--- src/rtl/mdu_hilo.sv ---
// mdu_hilo: iterative MIPS multiply/divide unit owning the HI/LO registers
module mdu_hilo #(
  parameter int WIDTH = 32,
  parameter int ITER  = WIDTH
) (
  input  logic             clk,
  input  logic             rst,
  input  logic             start,
  input  logic [1:0]       op,
  input  logic [WIDTH-1:0] a,
  input  logic [WIDTH-1:0] b,
  input  logic             mthi_we,
  input  logic             mtlo_we,
  input  logic [WIDTH-1:0] wdata,
  output logic [WIDTH-1:0] hi,
  output logic [WIDTH-1:0] lo,
  output logic             busy,
  output logic             done
);
  localparam int CW = $clog2(ITER);
  typedef enum logic [1:0] {IDLE, RUN, FIX} state_t;
  state_t             state;
  logic [CW-1:0]      cnt;
  logic [1:0]         op_r;
  logic               sa, sb, dz;
  logic [WIDTH-1:0]   opnd, a_raw;
  logic [2*WIDTH-1:0] acc;
  logic [WIDTH-1:0]   abs_a, abs_b, q, r, qf, rf;
  logic [WIDTH:0]     msum, dup, df;
  logic [2*WIDTH:0]   sh;
  logic               ge, neg;
  logic [2*WIDTH-1:0] mul_nx, div_nx, step_nx, mul_res, div_res, res;
  // operand magnitudes, one multiply/divide step, and the final sign fix-up
  always_comb begin
    abs_a   = (!op[0] && a[WIDTH-1]) ? -a : a;
    abs_b   = (!op[0] && b[WIDTH-1]) ? -b : b;
    msum    = {1'b0, acc[2*WIDTH-1:WIDTH]} + {1'b0, (acc[0] ? opnd : {WIDTH{1'b0}})};
    mul_nx  = {msum, acc[WIDTH-1:1]};
    sh      = {acc, 1'b0};
    dup     = sh[2*WIDTH:WIDTH];
    ge      = dup >= {1'b0, opnd};
    df      = dup - {1'b0, opnd};
    div_nx  = ge ? {df[WIDTH-1:0], sh[WIDTH-1:1], 1'b1} : sh[2*WIDTH-1:0];
    step_nx = op_r[1] ? div_nx : mul_nx;
    neg     = !op_r[0] && (sa ^ sb);
    mul_res = neg ? -acc : acc;
    q       = acc[WIDTH-1:0];
    r       = acc[2*WIDTH-1:WIDTH];
    qf      = neg ? -q : q;
    rf      = (!op_r[0] && sa) ? -r : r;
    div_res = dz ? {a_raw, {WIDTH{1'b1}}} : {rf, qf};
    res     = op_r[1] ? div_res : mul_res;
  end
  // control FSM, iteration state and the architectural HI/LO registers
  always_ff @(posedge clk or posedge rst) begin
    if (rst) begin
      state <= IDLE;
      cnt   <= '0;
      op_r  <= '0;
      sa    <= 1'b0;
      sb    <= 1'b0;
      dz    <= 1'b0;
      opnd  <= '0;
      a_raw <= '0;
      acc   <= '0;
      hi    <= '0;
      lo    <= '0;
      busy  <= 1'b0;
      done  <= 1'b0;
    end else begin
      done <= 1'b0;
      case (state)
        IDLE: begin
          if (start) begin
            op_r  <= op;
            sa    <= !op[0] && a[WIDTH-1];
            sb    <= !op[0] && b[WIDTH-1];
            dz    <= op[1] && (b == '0);
            a_raw <= a;
            opnd  <= op[1] ? abs_b : abs_a;
            acc   <= {{WIDTH{1'b0}}, (op[1] ? abs_a : abs_b)};
            cnt   <= '0;
            busy  <= 1'b1;
            state <= RUN;
          end else begin
            if (mthi_we) hi <= wdata;
            if (mtlo_we) lo <= wdata;
          end
        end
        RUN: begin
          acc <= step_nx;
          cnt <= cnt + 1'b1;
          if (cnt == CW'(ITER - 1)) state <= FIX;
        end
        FIX: begin
          {hi, lo} <= res;
          done     <= 1'b1;
          busy     <= 1'b0;
          state    <= IDLE;
        end
        default: state <= IDLE;
      endcase
    end
  end
endmodule

--- config.mk ---
export PLATFORM = sky130hd
export DESIGN_NAME = mdu_hilo
export DESIGN_NICKNAME = d
export VERILOG_FILES = /design/src/rtl/mdu_hilo.sv
export SDC_FILE = /design/constraint.sdc
export NUM_CORES = 1
export LEC_CHECK = 0
export BUFFER_PORTS_ARGS = -buffer_cell sky130_fd_sc_hd__clkbuf_2
export CAP_MARGIN = 5
export CORE_MARGIN = 2
export CORE_UTILIZATION = 50
export CTS_CLUSTER_SIZE = 40
export DETAILED_ROUTE_END_ITERATION = 10
export PLACE_DENSITY = 0.69
export REMOVE_ABC_BUFFERS = 1
export SETUP_SLACK_MARGIN = 0.05
export SYNTH_ARGS = -nofsm -noshare
export SYNTH_HDL_FRONTEND = slang
export SYNTH_SLANG_ARGS = --single-unit
--- constraint.sdc ---
create_clock -name clk -period 7.3 [get_ports clk]
set_input_delay 0 -clock clk [delete_from_list [all_inputs] [get_ports clk]]
set_output_delay 0 -clock clk [all_outputs]
set_load 0.02 [all_outputs]
==> results.md, run 1 <==
Power and ir drop:
- VDD sags by at most 0.000255 V.
- The reported leakage power is 8.63 nW.
- For this design the ratio of total power to cell area is 482 nW/um^2.

Synthesis:
- The number of enable-type register cells in the synthesized netlist is 0.
- The count of yosys warnings during synthesis is 0.
- The distinct cell type count of the synthesized netlist is 93.
- By count the netlist is led by nand2_1 (222), nor2_1 (219), dfrtp_1 (206).
- The flip-flop and latch count after synthesis is 206.
- The leading register cell type out of synthesis is dfrtp_1.
- Synthesis produced a netlist whose cell count is 2,146.
- By area the synthesized netlist is led by dfrtp_1 (30%), a21oi_1 (5.8%), o21ai_0 (5.8%).
- For this run, asynchronously set or reset flops after synthesis account for 100%.
- In this run the biggest area consumer among cell types represents 30.2% of the synthesized area.
- The mean post-synth cell area is 7.94 um^2.
- The cell accounting for the most synthesized area is dfrtp_1.
- The sequential cell area fraction in the yosys report is 30.2%.
- The most frequent cell after synthesis is nand2_1.
- In this run the cell area of the synthesized design comes to 17,000 um^2.

Global routing:
- The via count of the first global-routing pass is 16,372.
- The global-route congestion overflow total is 0.
- The total track usage is 33.5%.
- The number of antenna violations at the first check in global routing is 0.
- The first global-routing pass estimated 93,600 um of wire.
- The maximum number of pins on one net before global-route repair is 94.

Clock network:
- The number of buffers created by CTS is 25.
- TritonCTS built the clock tree.
- Clock latency on the worst-skew pair, taken at its later pin, is 0.55 ns.
- CTS saw 206 sinks.
- The tree is rooted in a clkbuf_16.
- The maximum level of the CTS H-tree is 1.
- Gates resized during post-CTS repair numbered 0.
- The longest clock path from root to sink contains 3 buffers.
- Clock-pin slew was measured on the worst setup and hold paths at 0.06 ns.
- The buffers inserted during post-CTS setup optimization is 0.

Die:
- The core area is 33,500 um^2.
- From bottom edge to top edge, the die measures 189 um.
- From left edge to right edge, the die measures 189 um.
- The initialized floorplan defines 67 standard-cell rows.
- The initial core utilization is 50.8%.
- The count of boundary I/O pins is 169.
- The floorplan step defined a die boundary enclosing 35,600 um^2.

Setup path:
- The cell with the largest stage delay on the worst path is a21oi_4.
- Data on the critical path is required at its endpoint by 7.69 ns.
- Counting both buffers and inverters, the worst setup path holds a total of 1.
- The worst setup path is of the reg -> reg kind.
- The startpoint of the worst-slack reg-to-reg timing path is acc[34].
- The signal on the critical path passes through ha_1 -> a21o_1 -> a21oi_1 -> o21ai_1 -> a211o_1 -> a21oi_1 -> o41ai_2 -> a21oi_4 -> buf_4 -> mux2_2 -> a22oi_1 -> o31ai_1.
- The maximum fanout encountered on the critical timing path is 29.
- Counting stages on the worst path, the most repeated cell is a21oi_1.
- The endpoint of the worst-slack reg-to-reg timing path is acc[48].
- The setup check on the worst reg-to-reg path leaves a slack of 3.08 ns.
- The worst reg2reg path depth is 12.
- The delay contributed by the slowest stage of the critical path is 0.76 ns.
- The type of element capturing the critical path is a flop.
- The arrival time at the worst endpoint is 4.61 ns.
- The startpoint class of the critical path is a flop.
- Broken down by cell family, the worst path's largest delay share belongs to compound AO/OA/AOI/OAI gates.

Hold path:
- The cell depth of the worst min-delay path is 4.
- In this run the worst hold path is classified as in -> reg.
- The worst hold endpoint is opnd[14].
- The startpoint of the lowest-slack hold path is b[14].

Detailed routing:
- The total iterations of the first detailed-routing run is 6.
- The number of vias per cell is 6.22.
- The routed design has 60,800 um of wire.
- In this run the remaining antenna-violating nets after routing total 0.
- The number of design rule violations left after detail routing is 0.
- Dividing the detail-routed wire length by the instance count gives 22.1 um.
- In this run, the number of DRC markers left after iteration 0 of detailed routing was 1,529.
- The total via count in the routed design is 17,129.

STA:
- Setup violations remaining at the end of the flow were counted as 0.
- The fmax is 0.237 GHz.
- The final critical-path setup slack is 3.08 ns.
- Setup repair after global routing left no endpoint under its margin.
- The setup TNS is 0 ns.
- For the pin with the worst max-slew slack, the measured transition is 1.26 ns.
- The worst hold slack is 0.00314 ns.
- The setup skew after layout is 0.0275 ns.
- The count of final hold-check violations came to 0.
- For the finished layout, the period the worst path requires is 4.22 ns.
- The max-slew violation total from the final report came to 0.
- The worst path uses 57.8% of the clock period.
- In this run the tightest slew margin relative to its limit is 15.4%.

Place:
- The number of port buffers is 168.
- The half-perimeter wire length of the detailed placement result is 44,000 um.
- The cell area after placement is 18,100 um^2.
- The setup slack at placement is 3.13 ns.
- The placer congestion estimate is 0.946.

Final layout:
- The finished cells cover 19,700 um^2.
- From synthesis to final layout, the design area changed by 15.6%.
- The filler cell count in the final layout is 3,156.
- The ratio of cells with drive above 1 in the final layout is 13.9%.
- The area used by sequential logic in the layout is 5160 um^2.
- The area taken by multi-input logic gates is 11,100 um^2.
- The number of diodes is 0.
- At the end of the flow, the number of nets in the layout was 2,465.

Outcome:
- The flow ran to the end, and the final reports show no timing, DRC or antenna violations.

Job:
- Across the run, the number of max-cap violations was 0.
## cells in the final DEF, fill, tap and decap left out, drive strengths merged, types with 39 or more instances in the layout
cell type / Yosys / layout
nor3: 43 / 43
inv: 64 / 64
mux2: 47 / 47
xor2: 77 / 77
dlygate4sd3: 0 / 81
xnor2: 109 / 109
ha: 70 / 70
clkbuf: 133 / 200
a21oi: 198 / 198
nor2: 223 / 223
o21ai: 224 / 224
a21o: 40 / 40
dfrtp: 206 / 206
nand2: 225 / 225
nand3: 39 / 39
mux2i: 51 / 51
## flip-flops by register name, indices dropped and copies added (netlist names)
signal  count
a_raw      32
acc        64
busy        1
cnt         5
done        1
dz          1
hi         32
lo         32
op_r        2
opnd       32
sa          1
sb          1
state       2
## routing by layer
metal / GRT usage [%] / up-vias / part of all wire (%)
met2: 54.8 / 729 / 46
li1: - / 7973 / -
met3: 4.12 / 146 / 7.0
met1: 44.2 / 8281 / 42
met4: 15.4 / 0 / 4.9
met5: 0 / - / 0
## worst min-delay path, cell delays in order
cell and delay [ns]:
clkbuf_2 0.15, xnor2_1 0.11, a21oi_1 0.16, o21ai_0 0.09
## through the flow
stage / util (%) / instances / total power [mW]
after floorplan: - / 1991 / 6.40
after global placement: 53.9 / 2630 / 7.93
after detailed placement: 53.9 / 2630 / 8.03
after CTS: 58.8 / 2754 / 9.40
after global routing: 58.8 / 2754 / 10.2
final: 58.8 / 2754 / 9.50
## worst max path at each step
| stage | from | to | slack (ns) | cells past startpoint |
|---|---|---|---|---|
| 3_5_place_dp | acc[43] | acc[48] | 3.13 | 12 |
| 5_1_grt | acc[0] | acc[62] | 2.80 | 14 |
| 3_3_place_gp | acc[34] | acc[48] | 3.25 | 12 |
| 6_report | acc[34] | acc[48] | 3.08 | 12 |
| 2_1_floorplan | rst | a_raw[0] | 1.68 | 1 |
| 4_1_cts | acc[34] | acc[48] | 3.15 | 12 |
## power breakdown
part	leakage, nW	switching (mW)	internal [mW]	total, mW
combinational	5.69	3.40	2.35	5.76
sequential	2.53	0.758	1.68	2.44
clock	0.407	0.519	0.789	1.31
total	8.63	4.68	4.82	9.50
## cell type report
| type | instances | area share, % |
|---|---|---|
| multi-input combinational | 1720 | 56.2 |
| sequential | 206 | 26.2 |
| timing repair buffer | 272 | 9.26 |
| clock buffer | 33 | 3.43 |
| tap | 448 | 2.84 |
| inverter | 65 | 1.28 |
| clock inverter | 10 | 0.813 |
## kinds of logic (layout without fill, tap and decap cells)
group,Yosys count,after routing,share of synthesized area (%)
AO/OA/AOI/OAI,691,691,24.9
XOR/XNOR,186,186,9.56
adder cells (fa/ha/maj),72,72,5.37
buffers and inverters,220,380,5.01
flip-flops,206,206,30.2
multiplexers,98,98,6.10
AND/OR/NAND/NOR,673,673,18.8
## timing repair
item                                   CTS  global route
hold buffers                            81             0
setup endpoints to repair                0             0
endpoints found under the hold margin  204             0
No activity file was read; power rests on OpenSTA's default activity.
==> run 2, diff against run 1 <==
--- a/config.mk
+++ b/config.mk
@@ -5,6 +5,7 @@
 export SDC_FILE = /design/constraint.sdc
 export NUM_CORES = 1
 export LEC_CHECK = 0
+export ABC_AREA = 1
 export BUFFER_PORTS_ARGS = -buffer_cell sky130_fd_sc_hd__clkbuf_2
 export CAP_MARGIN = 5
 export CORE_MARGIN = 2
==> constraint.sdc (replaced) <==
create_clock -name clk -period 4.05 [get_ports clk]
set_input_delay 0 -clock clk [delete_from_list [all_inputs] [get_ports clk]]
set_output_delay 0 -clock clk [all_outputs]
set_load 0.02 [all_outputs]
==> run 2 against run 1 <==
Net effect: maximum frequency increased by 26%; combinational power grew to 2.7 times the previous value; area after synthesis up 18%; worst hold slack gained 0.024 ns; routed wire length up 55%; first-iteration DRC count up 120%; clock skew shrank 0.0095 ns; highest routed layer unchanged; die area increased by 18%; core utilization about the same; worst setup slack got worse by 2.4 ns; critical path depth increased by 1.
==> results.md, run 2 <==
Outcome:
- The flow ran to the end, and the final reports show no timing, DRC or antenna violations.

Clock network:
- The TritonCTS clock tree is done.
- In this run the post-CTS setup repair buffer count came out at 0.
- Clock-pin slew was measured on the worst setup and hold paths at 0.07 ns.
- After clock tree synthesis, the flow added hold-fix buffers numbering 102.
- The clock insertion delay at the later pin of the skew report is 0.58 ns.
- Clock tree synthesis selected as its root buffer the cell clkbuf_16.
- Once the clock tree was built, the resizer swapped 0 gates to a different size.
- The clock passes through at most 3 buffers.
- The maximum level of the CTS H-tree is 1.
- CTS saw 206 sinks.
- Buffers inserted during clock tree synthesis total 25.

Final layout:
- The relative area change from synthesis to final layout is 15.9%.
- The ratio of cells with drive above 1 in the final layout is 8.47%.
- The library cell used most frequently in the layout, excluding fill and tap cells, is nand2_1.
- Fill cells in the final layout number 3,929.
- Counting flops per register, the top entry is acc.
- The number of diodes is 0.
- The top cell types in the final layout, fill and taps aside, are nand2_1 (1,040), inv_1 (437), nor2_1 (412), nand3_1 (288), a21oi_1 (267).
- The register with the most flip-flops in the layout has 64 of them.
- The area used by sequential logic in the layout is 5160 um^2.
- The post-layout instance count excluding filler cells is 4,198.
- The post-layout net count is 3,831.
- The multi-input combinational cells in the finished layout cover a total of 12,800 um^2.

Synthesis:
- The synthesized netlist occupies a cell area of 20,200 um^2.
- After synthesis, flip-flops and latches occupy 25.6% of the total area.
- The most used flip-flop cell after synthesis is dfrtp_1.
- The cell accounting for the most synthesized area is dfrtp_1.
- The most frequent cell after synthesis is nand2_1.
- In the post-synthesis netlist, the biggest area contributors are dfrtp_1 (26%), nand2_1 (19%), inv_1 (8.2%).
- The flip-flop and latch count after synthesis is 206.
- Sorting the synthesized cells by how often they occur yields nand2_1 (1,041), inv_1 (439), nor2_1 (418).
- Counting distinct cell types in the post-synthesis netlist gives 54.
- The synthesized design contains 0 enable-type register cells.
- The count of yosys warnings during synthesis is 0.
- The synthesized instance count is 3,447.
- The share of Yosys cell area claimed by the top area cell type is 25.6%.
- A synthesized cell averages 5.85 um^2.
- The fraction of synthesis flops using an asynchronous set or reset pin is 100%.

STA:
- For this run, the top clock speed supported by timing is 0.298 GHz.
- Setup repair after global routing left no endpoint under its margin.
- Dividing the final minimum period by the clock period gives 82.9%.
- The minimum period implied by the final worst setup slack is 3.36 ns.
- For the pin with the worst max-slew slack, the measured transition is 0.979 ns.
- The setup TNS is 0 ns.
- Clock skew on the completed layout was measured at 0.0179 ns.
- The worst pin sits at a relative slew slack of 34.3%.
- In the post-route analysis, the smallest setup slack over all paths is 0.691 ns.
- The count of final hold-check violations is 0.
- Across all hold checks on the routed design, the worst slack comes to 0.0274 ns.
- Setup violations remaining at the end of the flow were counted as 0.
- The max-slew violation total from the final report is 0.

Setup path:
- For the worst setup path, the data required time is 4.51 ns.
- Of all nets on the critical path, the largest fanout is 15.
- The arrival time at the worst endpoint is 3.82 ns.
- The worst setup path is launched from a flop.
- For flop-to-flop paths, the worst setup slack is 0.69 ns.
- The worst setup path is captured at a flop.
- The critical path in this run is classified as reg -> reg.

Place:
- The half-perimeter wire length of the detailed placement result is 73,300 um.
- The setup slack at placement is 0.859 ns.
- In this run, placement finished with an instance count of 4,052.
- The placer congestion estimate is 1.12.
- The number of port buffers is 168.

Die:
- 169 I/O pins were placed.
- The floorplan step set the die width to 205 um.
- Once the floorplan was initialized, standard cells occupied 50.7% of the core.
- The row count is 73.
- The die is 205 um tall.
- The floorplan step defined a core boundary enclosing 39,700 um^2.
- The full die area is 41,900 um^2.

Global routing:
- The maximum number of pins on one net before global-route repair is 114.
- The global-route congestion overflow total is 0.
- The wire length of the first global-routing pass is 140,000 um.
- For this run, the total global-route usage over all layers was measured as 44.3%.
- The via count of the first global-routing pass is 23,264.
- The number of antenna violations at the first check in global routing is 0.

Detailed routing:
- The number of vias per cell is 5.98.
- The total iterations of the first detailed-routing run is 6.
- For this run, design rule violations remaining after detail routing come to 0.
- The DRC violation total after the first TritonRoute iteration is 3,437.
- The wire length after detailed routing is 94,000 um.
- In the final routed layout, each cell accounts on average for 22.4 um.
- The detail route stage leaves a number of antenna-violating nets equal to 0.
- The detailed router placed 25,102 vias in this run.

Power and ir drop:
- Dividing total power by cell area gives a power density of 953 nW/um^2.
- The reported leakage power is 11.9 nW.
- The overall power of the completed layout is 22.3 mW.
- The highest ir drop seen on vdd is 0.000610 V.

Hold path:
- The path class of the tightest hold or removal check is in -> reg.

Job:
- Max-cap violations in this run came to 0.
==> run 2: cell count changes in the layout (fill, tap and decap cells not counted), sizes merged, moves of 43 or more <==
| cell | change |
|---|---|
| nand2 | +823 |
| inv | +388 |
| nand3 | +253 |
| nor2 | +210 |
| xnor2 | -100 |
| a21oi | +70 |
| nand4 | +54 |
| mux2i | -51 |
| mux2 | -47 |
| o21ai | +43 |
==> run 2: per-layer routing <==
metal  routed length [um]  vias to the layer above  share of wire [%]  GRT usage, %
met4                 5920                        0                6.3          23.4
met2                37900                     1692                 40          63.3
met1                37700                    11606                 40          60.0
li1                     -                    11524                  -             -
met5                    0                        -                  0             0
met3                12500                      280                 13          12.9
==> run 2: worst max-delay path, stage by stage (launching register included) <==
cell	delay, ns
dfrtp_1	0.80
buf_4	0.29
buf_4	0.26
nand2_1	0.16
inv_1	0.09
ha_1	0.30
a21oi_1	0.30
o21ai_0	0.22
a21oi_1	0.21
nand3_1	0.13
nand2_1	0.07
nand3_1	0.17
nand4_1	0.16
nand2_1	0.07
==> run 2: power by group <==
part,switching [mW],internal [mW]
clock network,1.02,1.35
logic,10.8,4.73
registers,1.30,3.09
==> run 2: metrics by stage <==
step,instance area [um^2],utilization (%)
after global placement,21500,54.2
after global routing,23400,58.8
final,23400,58.8
after detailed placement,21500,54.2
after CTS,23400,58.8
after floorplan,19600,-
==> run 2: area by class of cell <==
type,instances,area share [%]
multi-input combinational,2656,54.7
clock buffer,34,2.99
inverter,453,7.31
tap,525,2.81
sequential,206,22.1
timing repair buffer,314,9.54
clock inverter,10,0.557
==> run 2: path summary, 6_finish.rpt <==
kind	startpoint	endpoint	depth (start not counted)
setup / recovery	acc[0]	acc[55]	13
hold / removal	b[10]	opnd[10]	5
setup reg to reg	acc[0]	acc[55]	13
hold reg to reg	busy	busy	2
max in group asynchronous	rst	acc[35]	4
min in group asynchronous	rst	lo[8]	3
==> run 2: cells by family (layout without fill, tap and decap cells) <==
| kind of cell | Yosys count | in the layout | share of synthesized area (%) |
|---|---|---|---|
| adders and majority gates | 72 | 72 | 4.54 |
| xor gates and xnor gates | 76 | 76 | 3.30 |
| AOI/OAI and AO/OA | 616 | 616 | 16.4 |
| and+or+nand+nor | 1892 | 1892 | 39.1 |
| DFF | 206 | 206 | 25.6 |
| buffers and inverters | 585 | 811 | 11.2 |
